$ cat src/rtl/pipeline_hazard_ctrl_if.sv
// Hazard controller bundle: hazard sources in, latch controls
// and performance counters out.
interface pipeline_hazard_ctrl_if #(
    parameter int REG_W = 5,
    parameter int CNT_W = 32
);
    logic             ihit;
    logic             dhit;
    logic             dREN_mem;
    logic             dWEN_mem;
    logic             dREN_ex;
    logic [REG_W-1:0] rd_ex;
    logic [REG_W-1:0] rs_dec;
    logic [REG_W-1:0] rt_dec;
    logic             redirect_ex;
    logic             jump_dec;
    logic             halt_mw;
    logic             pc_en;
    logic             en_fd;
    logic             flush_fd;
    logic             en_de;
    logic             flush_de;
    logic             en_em;
    logic             flush_em;
    logic             en_mw;
    logic             flush_mw;
    logic             halt;
    logic [CNT_W-1:0] stall_cnt;
    logic [CNT_W-1:0] flush_cnt;

    modport master (
        output ihit, dhit, dREN_mem, dWEN_mem, dREN_ex,
        output rd_ex, rs_dec, rt_dec,
        output redirect_ex, jump_dec, halt_mw,
        input  pc_en, en_fd, flush_fd, en_de, flush_de,
        input  en_em, flush_em, en_mw, flush_mw,
        input  halt, stall_cnt, flush_cnt
    );

    modport slave (
        input  ihit, dhit, dREN_mem, dWEN_mem, dREN_ex,
        input  rd_ex, rs_dec, rt_dec,
        input  redirect_ex, jump_dec, halt_mw,
        output pc_en, en_fd, flush_fd, en_de, flush_de,
        output en_em, flush_em, en_mw, flush_mw,
        output halt, stall_cnt, flush_cnt
    );
endinterface

$ cat src/rtl/pipeline_hazard_ctrl.sv
// Pipeline latch enable/flush generation for cache waits,
// load-use, redirects and halt, plus stall/flush counters.
module pipeline_hazard_ctrl #(
    parameter int REG_W = 5,
    parameter int CNT_W = 32
) (
    input logic CLK,
    input logic nRST,
    pipeline_hazard_ctrl_if.slave hz
);
    typedef enum logic {RUN, HALTED} state_e;

    state_e           state_q, state_d;
    logic             pend_q, pend_d;
    logic [CNT_W-1:0] stall_q, stall_d;
    logic [CNT_W-1:0] flush_q, flush_d;

    logic mem_busy, lu;
    logic pc_en, en_fd, flush_fd, en_de, flush_de;
    logic en_em, en_mw;

    assign mem_busy = (hz.dREN_mem | hz.dWEN_mem) & ~hz.dhit;
    assign lu = hz.dREN_ex & (hz.rd_ex != '0) &
                ((hz.rd_ex == hz.rs_dec) | (hz.rd_ex == hz.rt_dec));

    always_comb begin
        pc_en    = 1'b0;
        en_fd    = 1'b0;
        flush_fd = 1'b0;
        en_de    = 1'b0;
        flush_de = 1'b0;
        en_em    = 1'b0;
        en_mw    = 1'b0;
        pend_d   = pend_q;
        state_d  = state_q;
        if (state_q == HALTED) begin
            state_d = HALTED;
        end else if (mem_busy) begin
            state_d = RUN;
        end else if (hz.redirect_ex) begin
            pc_en    = 1'b1;
            flush_fd = 1'b1;
            flush_de = 1'b1;
            en_em    = 1'b1;
            en_mw    = 1'b1;
            // the in-flight fetch is wrong-path if it has not landed yet
            pend_d   = ~hz.ihit;
        end else if (!hz.ihit) begin
            flush_de = 1'b1;
            en_em    = 1'b1;
            en_mw    = 1'b1;
        end else if (pend_q) begin
            pc_en    = 1'b1;
            flush_fd = 1'b1;
            en_de    = 1'b1;
            en_em    = 1'b1;
            en_mw    = 1'b1;
            pend_d   = 1'b0;
        end else if (lu) begin
            flush_de = 1'b1;
            en_em    = 1'b1;
            en_mw    = 1'b1;
        end else if (hz.jump_dec) begin
            pc_en    = 1'b1;
            flush_fd = 1'b1;
            en_de    = 1'b1;
            en_em    = 1'b1;
            en_mw    = 1'b1;
        end else begin
            pc_en    = 1'b1;
            en_fd    = 1'b1;
            en_de    = 1'b1;
            en_em    = 1'b1;
            en_mw    = 1'b1;
        end
        if (state_q == RUN && hz.halt_mw && !mem_busy) begin
            state_d = HALTED;
        end
    end

    always_comb begin
        stall_d = stall_q;
        flush_d = flush_q;
        if (state_q == RUN && !pc_en && !(&stall_q)) begin
            stall_d = stall_q + 1'b1;
        end
        if (state_q == RUN && (flush_fd | flush_de) && !(&flush_q)) begin
            flush_d = flush_q + 1'b1;
        end
    end

    always_ff @(posedge CLK or negedge nRST) begin
        if (!nRST) begin
            state_q <= RUN;
            pend_q  <= 1'b0;
            stall_q <= '0;
            flush_q <= '0;
        end else begin
            state_q <= state_d;
            pend_q  <= pend_d;
            stall_q <= stall_d;
            flush_q <= flush_d;
        end
    end

    assign hz.pc_en     = pc_en;
    assign hz.en_fd     = en_fd;
    assign hz.flush_fd  = flush_fd;
    assign hz.en_de     = en_de;
    assign hz.flush_de  = flush_de;
    assign hz.en_em     = en_em;
    assign hz.flush_em  = 1'b0;
    assign hz.en_mw     = en_mw;
    assign hz.flush_mw  = 1'b0;
    assign hz.halt      = (state_q == HALTED);
    assign hz.stall_cnt = stall_q;
    assign hz.flush_cnt = flush_q;

    // enable wins in the latch, so both together would hide a flush
    a_excl: assert property (@(posedge CLK) disable iff (!nRST)
        !(en_fd && flush_fd) && !(en_de && flush_de));
endmodule

$ cat src/flat_wrapper.sv
// flat-port wrapper written by rule: the top's interface ports become plain ports
module pipeline_hazard_ctrl_flat 
#(
    parameter int REG_W = 5,
    parameter int CNT_W = 32
)
  (CLK, nRST, hz_ihit, hz_dhit, hz_dREN_mem, hz_dWEN_mem, hz_dREN_ex, hz_rd_ex, hz_rs_dec, hz_rt_dec, hz_redirect_ex, hz_jump_dec, hz_halt_mw, hz_pc_en, hz_en_fd, hz_flush_fd, hz_en_de, hz_flush_de, hz_en_em, hz_flush_em, hz_en_mw, hz_flush_mw, hz_halt, hz_stall_cnt, hz_flush_cnt);
  pipeline_hazard_ctrl_if #(.REG_W(REG_W), .CNT_W(CNT_W)) hz_i ();
  input logic CLK;
  input logic nRST;
  input wire logic [$bits(hz_i.ihit)-1:0] hz_ihit;
  input wire logic [$bits(hz_i.dhit)-1:0] hz_dhit;
  input wire logic [$bits(hz_i.dREN_mem)-1:0] hz_dREN_mem;
  input wire logic [$bits(hz_i.dWEN_mem)-1:0] hz_dWEN_mem;
  input wire logic [$bits(hz_i.dREN_ex)-1:0] hz_dREN_ex;
  input wire logic [$bits(hz_i.rd_ex)-1:0] hz_rd_ex;
  input wire logic [$bits(hz_i.rs_dec)-1:0] hz_rs_dec;
  input wire logic [$bits(hz_i.rt_dec)-1:0] hz_rt_dec;
  input wire logic [$bits(hz_i.redirect_ex)-1:0] hz_redirect_ex;
  input wire logic [$bits(hz_i.jump_dec)-1:0] hz_jump_dec;
  input wire logic [$bits(hz_i.halt_mw)-1:0] hz_halt_mw;
  output wire logic [$bits(hz_i.pc_en)-1:0] hz_pc_en;
  output wire logic [$bits(hz_i.en_fd)-1:0] hz_en_fd;
  output wire logic [$bits(hz_i.flush_fd)-1:0] hz_flush_fd;
  output wire logic [$bits(hz_i.en_de)-1:0] hz_en_de;
  output wire logic [$bits(hz_i.flush_de)-1:0] hz_flush_de;
  output wire logic [$bits(hz_i.en_em)-1:0] hz_en_em;
  output wire logic [$bits(hz_i.flush_em)-1:0] hz_flush_em;
  output wire logic [$bits(hz_i.en_mw)-1:0] hz_en_mw;
  output wire logic [$bits(hz_i.flush_mw)-1:0] hz_flush_mw;
  output wire logic [$bits(hz_i.halt)-1:0] hz_halt;
  output wire logic [$bits(hz_i.stall_cnt)-1:0] hz_stall_cnt;
  output wire logic [$bits(hz_i.flush_cnt)-1:0] hz_flush_cnt;
  assign hz_i.ihit = hz_ihit;
  assign hz_i.dhit = hz_dhit;
  assign hz_i.dREN_mem = hz_dREN_mem;
  assign hz_i.dWEN_mem = hz_dWEN_mem;
  assign hz_i.dREN_ex = hz_dREN_ex;
  assign hz_i.rd_ex = hz_rd_ex;
  assign hz_i.rs_dec = hz_rs_dec;
  assign hz_i.rt_dec = hz_rt_dec;
  assign hz_i.redirect_ex = hz_redirect_ex;
  assign hz_i.jump_dec = hz_jump_dec;
  assign hz_i.halt_mw = hz_halt_mw;
  assign hz_pc_en = hz_i.pc_en;
  assign hz_en_fd = hz_i.en_fd;
  assign hz_flush_fd = hz_i.flush_fd;
  assign hz_en_de = hz_i.en_de;
  assign hz_flush_de = hz_i.flush_de;
  assign hz_en_em = hz_i.en_em;
  assign hz_flush_em = hz_i.flush_em;
  assign hz_en_mw = hz_i.en_mw;
  assign hz_flush_mw = hz_i.flush_mw;
  assign hz_halt = hz_i.halt;
  assign hz_stall_cnt = hz_i.stall_cnt;
  assign hz_flush_cnt = hz_i.flush_cnt;
  pipeline_hazard_ctrl #(.REG_W(REG_W), .CNT_W(CNT_W)) u_core (.CLK(CLK), .nRST(nRST), .hz(hz_i));
endmodule
$ cat config.mk
export PLATFORM = sky130hd
export DESIGN_NAME = pipeline_hazard_ctrl_flat
export DESIGN_NICKNAME = d
export VERILOG_FILES = /design/src/rtl/pipeline_hazard_ctrl_if.sv /design/src/rtl/pipeline_hazard_ctrl.sv /design/src/flat_wrapper.sv
export SDC_FILE = /design/constraint.sdc
export NUM_CORES = 1
export LEC_CHECK = 0
export ABC_AREA = 1
export BUFFER_PORTS_ARGS = -buffer_cell sky130_fd_sc_hd__buf_2
export CAP_MARGIN = 20
export CORE_MARGIN = 2
export CORE_UTILIZATION = 50
export DETAILED_ROUTE_END_ITERATION = 10
export GPL_TIMING_DRIVEN = 0
export PLACE_DENSITY = 0.88
export SETUP_SLACK_MARGIN = 0.15
export SLEW_MARGIN = 0
export SYNTH_ARGS = -nofsm -noshare
export SYNTH_HDL_FRONTEND = slang
export SYNTH_SLANG_ARGS = --single-unit
export TNS_END_PERCENT = 10
$ cat constraint.sdc
create_clock -name CLK -period 1.8 [get_ports CLK]
set_input_delay 0.18 -clock CLK [delete_from_list [all_inputs] [get_ports CLK]]
set_output_delay 0.18 -clock CLK [all_outputs]
set_load 0.05 [all_outputs]
Yosys cells after proc, flatten, opt, wreduce, memory -nomap -nowiden
Index checks and enable logic that the tools add are counted.

Add/sub/neg operators: 2. Eq/ne operators: 2. Muxes and demuxes: 35. Bitwise logic cells: 10. Reductions and logical operators: 15.

Operators by type and width (number): 32-bit by 1-bit adder with 32-bit output, second input constant (2); 32-bit AND reduction (2); 1-bit 2-to-1 mux (35); 5-bit == test (2); 1-bit logical AND (6); 5-bit nonzero test (1); 1-bit logical NOT (4); 1-bit NOT (4); 1-bit bitwise AND (3); 1-bit OR (3); 3-bit AND reduction (1); 2-bit nonzero test (1).

Register bits after elaboration: 66. Output and inout bits: 74. Word-level logic and storage cells: 68.

Longest topological paths before layout
Depth after elaboration: 12. Gate-level depth with buffers: 15. Gate-level depth less buffers: 14.

Least setup slack after synthesis
OpenSTA, ideal clock, no wires.

Kind: register -> output. Start: reg u_core.state_q, in the netlist u_core.hz.halt. End: out hz_en_fd. Arrival time: 2.562 ns. Data required time: 1.620 ns. Path slack: -0.942 ns. Stages on the path, launching flop included: 6. Buffers on the path: 0. Cells stage by stage: dfrtp_1 nor2_1 inv_1 nor2_1 nand2_1 a21oi_1.

Cells in the longest elaborated chain, start to end: 1.

Ends and longest elaborated chain: from (decl) (line pipeline_hazard_ctrl.sv:13) `state_e state_q, state_d;`; from (signal assigned) (line pipeline_hazard_ctrl.sv:99) `state_q <= state_d;`; 1-bit 2-to-1 mux (line pipeline_hazard_ctrl.sv:36) `if (state_q == HALTED) begin`; to (decl) (line flat_wrapper.sv:23) `output wire logic [$bits(hz_i.en_fd)-1:0] hz_en_fd;`.

Every way passes these cells.

Worst setup path after layout
Start: reg u_core.stall_q[19], in the netlist u_core.hz.stall_cnt[19]. End: reg u_core.stall_q[20], in the netlist u_core.hz.stall_cnt[20].

Cells in the longest elaborated chain, start to end: 3.

Ends and longest elaborated chain: from (decl) (line pipeline_hazard_ctrl.sv:15) `logic [CNT_W-1:0] stall_q, stall_d;`; from (signal assigned) (line pipeline_hazard_ctrl.sv:101) `stall_q <= stall_d;`; branches (longest 3 deep; another with 32-bit by 1-bit adder with 32-bit output).

Several ways; the timed one is not identified. A chain may end at the register's enable or synchronous reset.

==> PnR_summary.wiki <==
{| class="wikitable"
! Metric !! Value
|-
| Vias in the first global route || 4773
|-
| Register bit total from synthesis || 66
|-
| Worst hold path endpoint || u_core.hz.halt
|-
| Die Y || between 90 and 100 µm
|-
| Hold violation count in the final report || 0
|-
| Layout cell share with drive strength beyond 1 || 0.295
|-
| Leading cell type in the layout, fill and taps excluded || sky130_fd_sc_hd__nand2_1
|-
| First drt pass iteration count || 4
|-
| Port Buf Inserts || 96
|-
| Worst slew pin tran || around 0.80 ns
|-
| Area growth, synth to finish || 29.9%
|-
| Register Area || roughly 1700 µm²
|-
| Routed Wire Length || 13.5 mm
|-
| Skew-Pair Late Insertion Delay || 0.35 ns
|-
| First-pass GRT wire length || approximately 22 mm
|-
| Net switching component of the power || between 0.7 and 0.8 mW
|-
| Master cell of the clock root buffer || sky130_fd_sc_hd__clkbuf_8
|-
| Share of synthesized area occupied by flip-flops and latches || 0.362
|-
| Category of the worst setup path capture point || register
|-
| GPL Wtd Cong || about 0.97
|-
| Reg-to-reg critical path endpoint || u_core.hz.stall_cnt[20]
|-
| Slew margin rel. || 0.465
|-
| Post-detailed-route via-to-cell ratio || 5.52
|-
| 1st-iter DRT viols || about 330
|-
| R2r startpoint || u_core.hz.stall_cnt[19]
|-
| RSZ-0062 raised after global routing || true
|-
| Setup Crit Path Kind || register to register
|-
| Sequential power share || 0.460
|-
| Slew Viols, Final || 0
|-
| Number of warning messages in the yosys log || 0
|-
| Clock Power Share || 0.490
|-
| Count of standard-cell rows || 34
|-
| Critical Path RT || around 2.1 ns
|-
| Number of stages on the worst hold path || 3
|-
| Synthesized instance count || about 650
|-
| Final setup violation count || 0
|-
| Die width || around 99 µm
|-
| Register-to-Register Setup Slack || roughly 0.0057 ns
|-
| Run status || finished, final reports clean
|-
| P per Cell Area || approximately 540 nW/µm²
|-
| Final critical path time including I/O delays and setup || 1.79 ns
|-
| Nets || approximately 810
|-
| Fmax || about 0.56 GHz
|-
| Routed WL per cell || 15.0 µm
|-
| Footprint of the multi-input gates || between 2000 and 3000 µm²
|-
| H-tree Lvls || 3
|-
| Cell area after synthesis || between 4000 and 5000 µm²
|-
| Drt drc || 0
|-
| Synthesized area divided by synthesized cell count || ~7 µm²
|-
| Total power draw || around 3.2 mW
|-
| Overall via count from detail_route || between 4000 and 5000
|-
| Ant diodes || 0
|-
| Die Footprint || 9890 µm²
|-
| Worst Min Path Start || hz_halt_mw
|-
| Pin count of the biggest net entering global routing || between 60 and 70
|-
| Post-Route Skew || approximately 0.011 ns
|-
| TritonCTS Buffers || 9
|-
| Fraction of power spent switching nets || 0.226
|-
| Clock edge transition at the registers on the reported setup and hold paths || about 0.07 ns
|-
| Dpl cells || ~860
|-
| Clock tree from TritonCTS || built
|-
| Cell depth of the worst flop-to-flop path || 7
|-
| Initial core utilization || 0.520
|-
| All-Layer GR Usage || 0.278
|-
| Bufs on Longest Clock Path || 2
|-
| Core outline area || 8760 µm²
|-
| Commonest non-fill, non-tap cells in the layout || sky130_fd_sc_hd__nand2_1, sky130_fd_sc_hd__buf_2, sky130_fd_sc_hd__nand3_1
|-
| Number of library cell types mapped by synthesis || 27
|-
| Kind of launch point of the worst setup path || register
|-
| P_leak || around 3.2 nW
|-
| Clk sink count || 66
|-
| Hpwl dp || just under 10 mm
|-
| Combinational Power Share || 0.050
|-
| Total internal power || ~2.5 mW
|-
| Total congestion overflow after global routing || 0
|-
| Fill cell count || about 750
|-
| Share of the clock period used by the worst path after layout || 0.997
|-
| Min-delay worst type || input pin to register
|-
| Initial antenna violation count || 0
|-
| Data arrival, critical path || around 2.1 ns
|-
| Non-filler cells, final || between 800 and 900
|-
| Number of antenna-violating nets in the routed design || 0
|-
| Largest fanout on the critical path || 7
|-
| Worst vdd rail ir drop || between 0.0004 and 0.0005 V
|-
| Max capacitance violation total || 0
|-
| Top-level I/O count || 99
|}
worst max path at each step:
stage | start | end | slack [ns] | depth (start not counted)
4_1_cts | u_core.hz.stall_cnt[1] | u_core.hz.stall_cnt[15] | 0.08 | 11
3_5_place_dp | hz_rd_ex[4] | hz_pc_en | -0.17 | 14
2_1_floorplan | u_core.hz.stall_cnt[1] | u_core.hz.stall_cnt[5] | -0.11 | 11
6_report | u_core.hz.stall_cnt[19] | u_core.hz.stall_cnt[20] | 0.006 | 7
5_1_grt | u_core.hz.stall_cnt[1] | u_core.hz.stall_cnt[27] | -0.08 | 12
3_3_place_gp | u_core.hz.stall_cnt[3] | u_core.hz.stall_cnt[31] | -0.16 | 8
registers in the layout, indices dropped and copies added (netlist names):
name and flops:
u_core.hz.flush_cnt 32, u_core.hz.halt 1, u_core.hz.stall_cnt 32, u_core.pend_q 1
Yosys cell counts, drive strengths merged:
master | instances | area share
a21oi | 2 | 0.0022
nand4 | 21 | 0.029
nor2 | 60 | 0.051
nor3 | 28 | 0.033
nor4 | 12 | 0.016
xnor2 | 15 | 0.029
ha | 2 | 0.0055
and3 | 1 | 0.0025
nand2 | 233 | 0.20
conb | 1 | 0.00082
inv | 62 | 0.051
dfrtp | 66 | 0.36
nand3 | 74 | 0.084
buf | 20 | 0.032
xor2 | 47 | 0.090
o21ai | 9 | 0.012
power by group through the flow:
| stage | Clock (mW) | Sequential (mW) | Combinational, mW |
|---|---|---|---|
| 6_report | 1.58 | 1.48 | 0.162 |
| 5_1_grt | 1.67 | 1.48 | 0.184 |
| 3_3_place_gp | 0 | 1.51 | 0.144 |
| 2_1_floorplan | 0 | 1.51 | 0.0734 |
| 3_5_place_dp | 0 | 1.51 | 0.152 |
| 4_1_cts | 1.61 | 1.48 | 0.161 |
routing by layer:
metal	share of wire	up-vias	global-route usage	routed length, µm
li1	-	2355	-	-
met1	0.38	2309	0.336	5150
met2	0.51	242	0.486	6880
met3	0.073	50	0.0422	992
met4	0.036	0	0.132	486
met5	0	-	0	0
cells by family (layout without fill, tap and decap cells):
group           Yosys count  count (layout)  synth area share
fa+ha+maj                 2               2           0.00549
compound gates           11              11            0.0146
buf+inv                  82             217            0.0829
other cells               1               2          0.000823
flops                    66              66             0.362
simple gates            429             430             0.415
xor+xnor                 62              62             0.119
final cells by class:
cell class                 count  area share
timing repair buffer         119       0.118
sequential                    66       0.284
clock buffer                  10      0.0233
tap                          108      0.0228
buffer                        20      0.0328
multi-input combinational    507       0.460
clock inverter                 6      0.0192
inverter                      62      0.0393
through the flow:
step / cell area [µm²] / setup TNS (ns) / util / setup slack (ns) / hold WS (ns)
2_1_floorplan: 4660 / -3.38 / - / -0.113 / -0.116
3_3_place_gp: 5280 / -1.52 / 0.602 / -0.157 / 0.420
3_5_place_dp: 5280 / -3.55 / 0.602 / -0.173 / 0.336
4_1_cts: 5790 / 0 / 0.660 / 0.0754 / 0.0653
5_1_grt: 5920 / -1.93 / 0.675 / -0.0821 / 0.0925
6_report: 5920 / 0 / 0.675 / 0.00570 / 0.0723
critical path, cell delays in order (launching register included):
cell and delay [ns]:
sky130_fd_sc_hd__dfrtp_1 0.51, sky130_fd_sc_hd__nand2_1 0.16, sky130_fd_sc_hd__nor2_1 0.16, sky130_fd_sc_hd__nand2_1 0.09, sky130_fd_sc_hd__nor4_1 0.47, sky130_fd_sc_hd__xor2_1 0.19, sky130_fd_sc_hd__nand3_1 0.09, sky130_fd_sc_hd__nand2_1 0.06
repair_timing:
action | 4_1_cts | 5_1_grt
endpoints found under the hold margin | 66 | 0
buffers inserted | 17 | 4
endpoints found under the setup margin | 67 | 68
cloned | 1 | 1
pin swaps | 6 | 8
hold buffers | 1 | 0
gates resized for setup | 32 | 30
(Power assumes the default switching activity.)
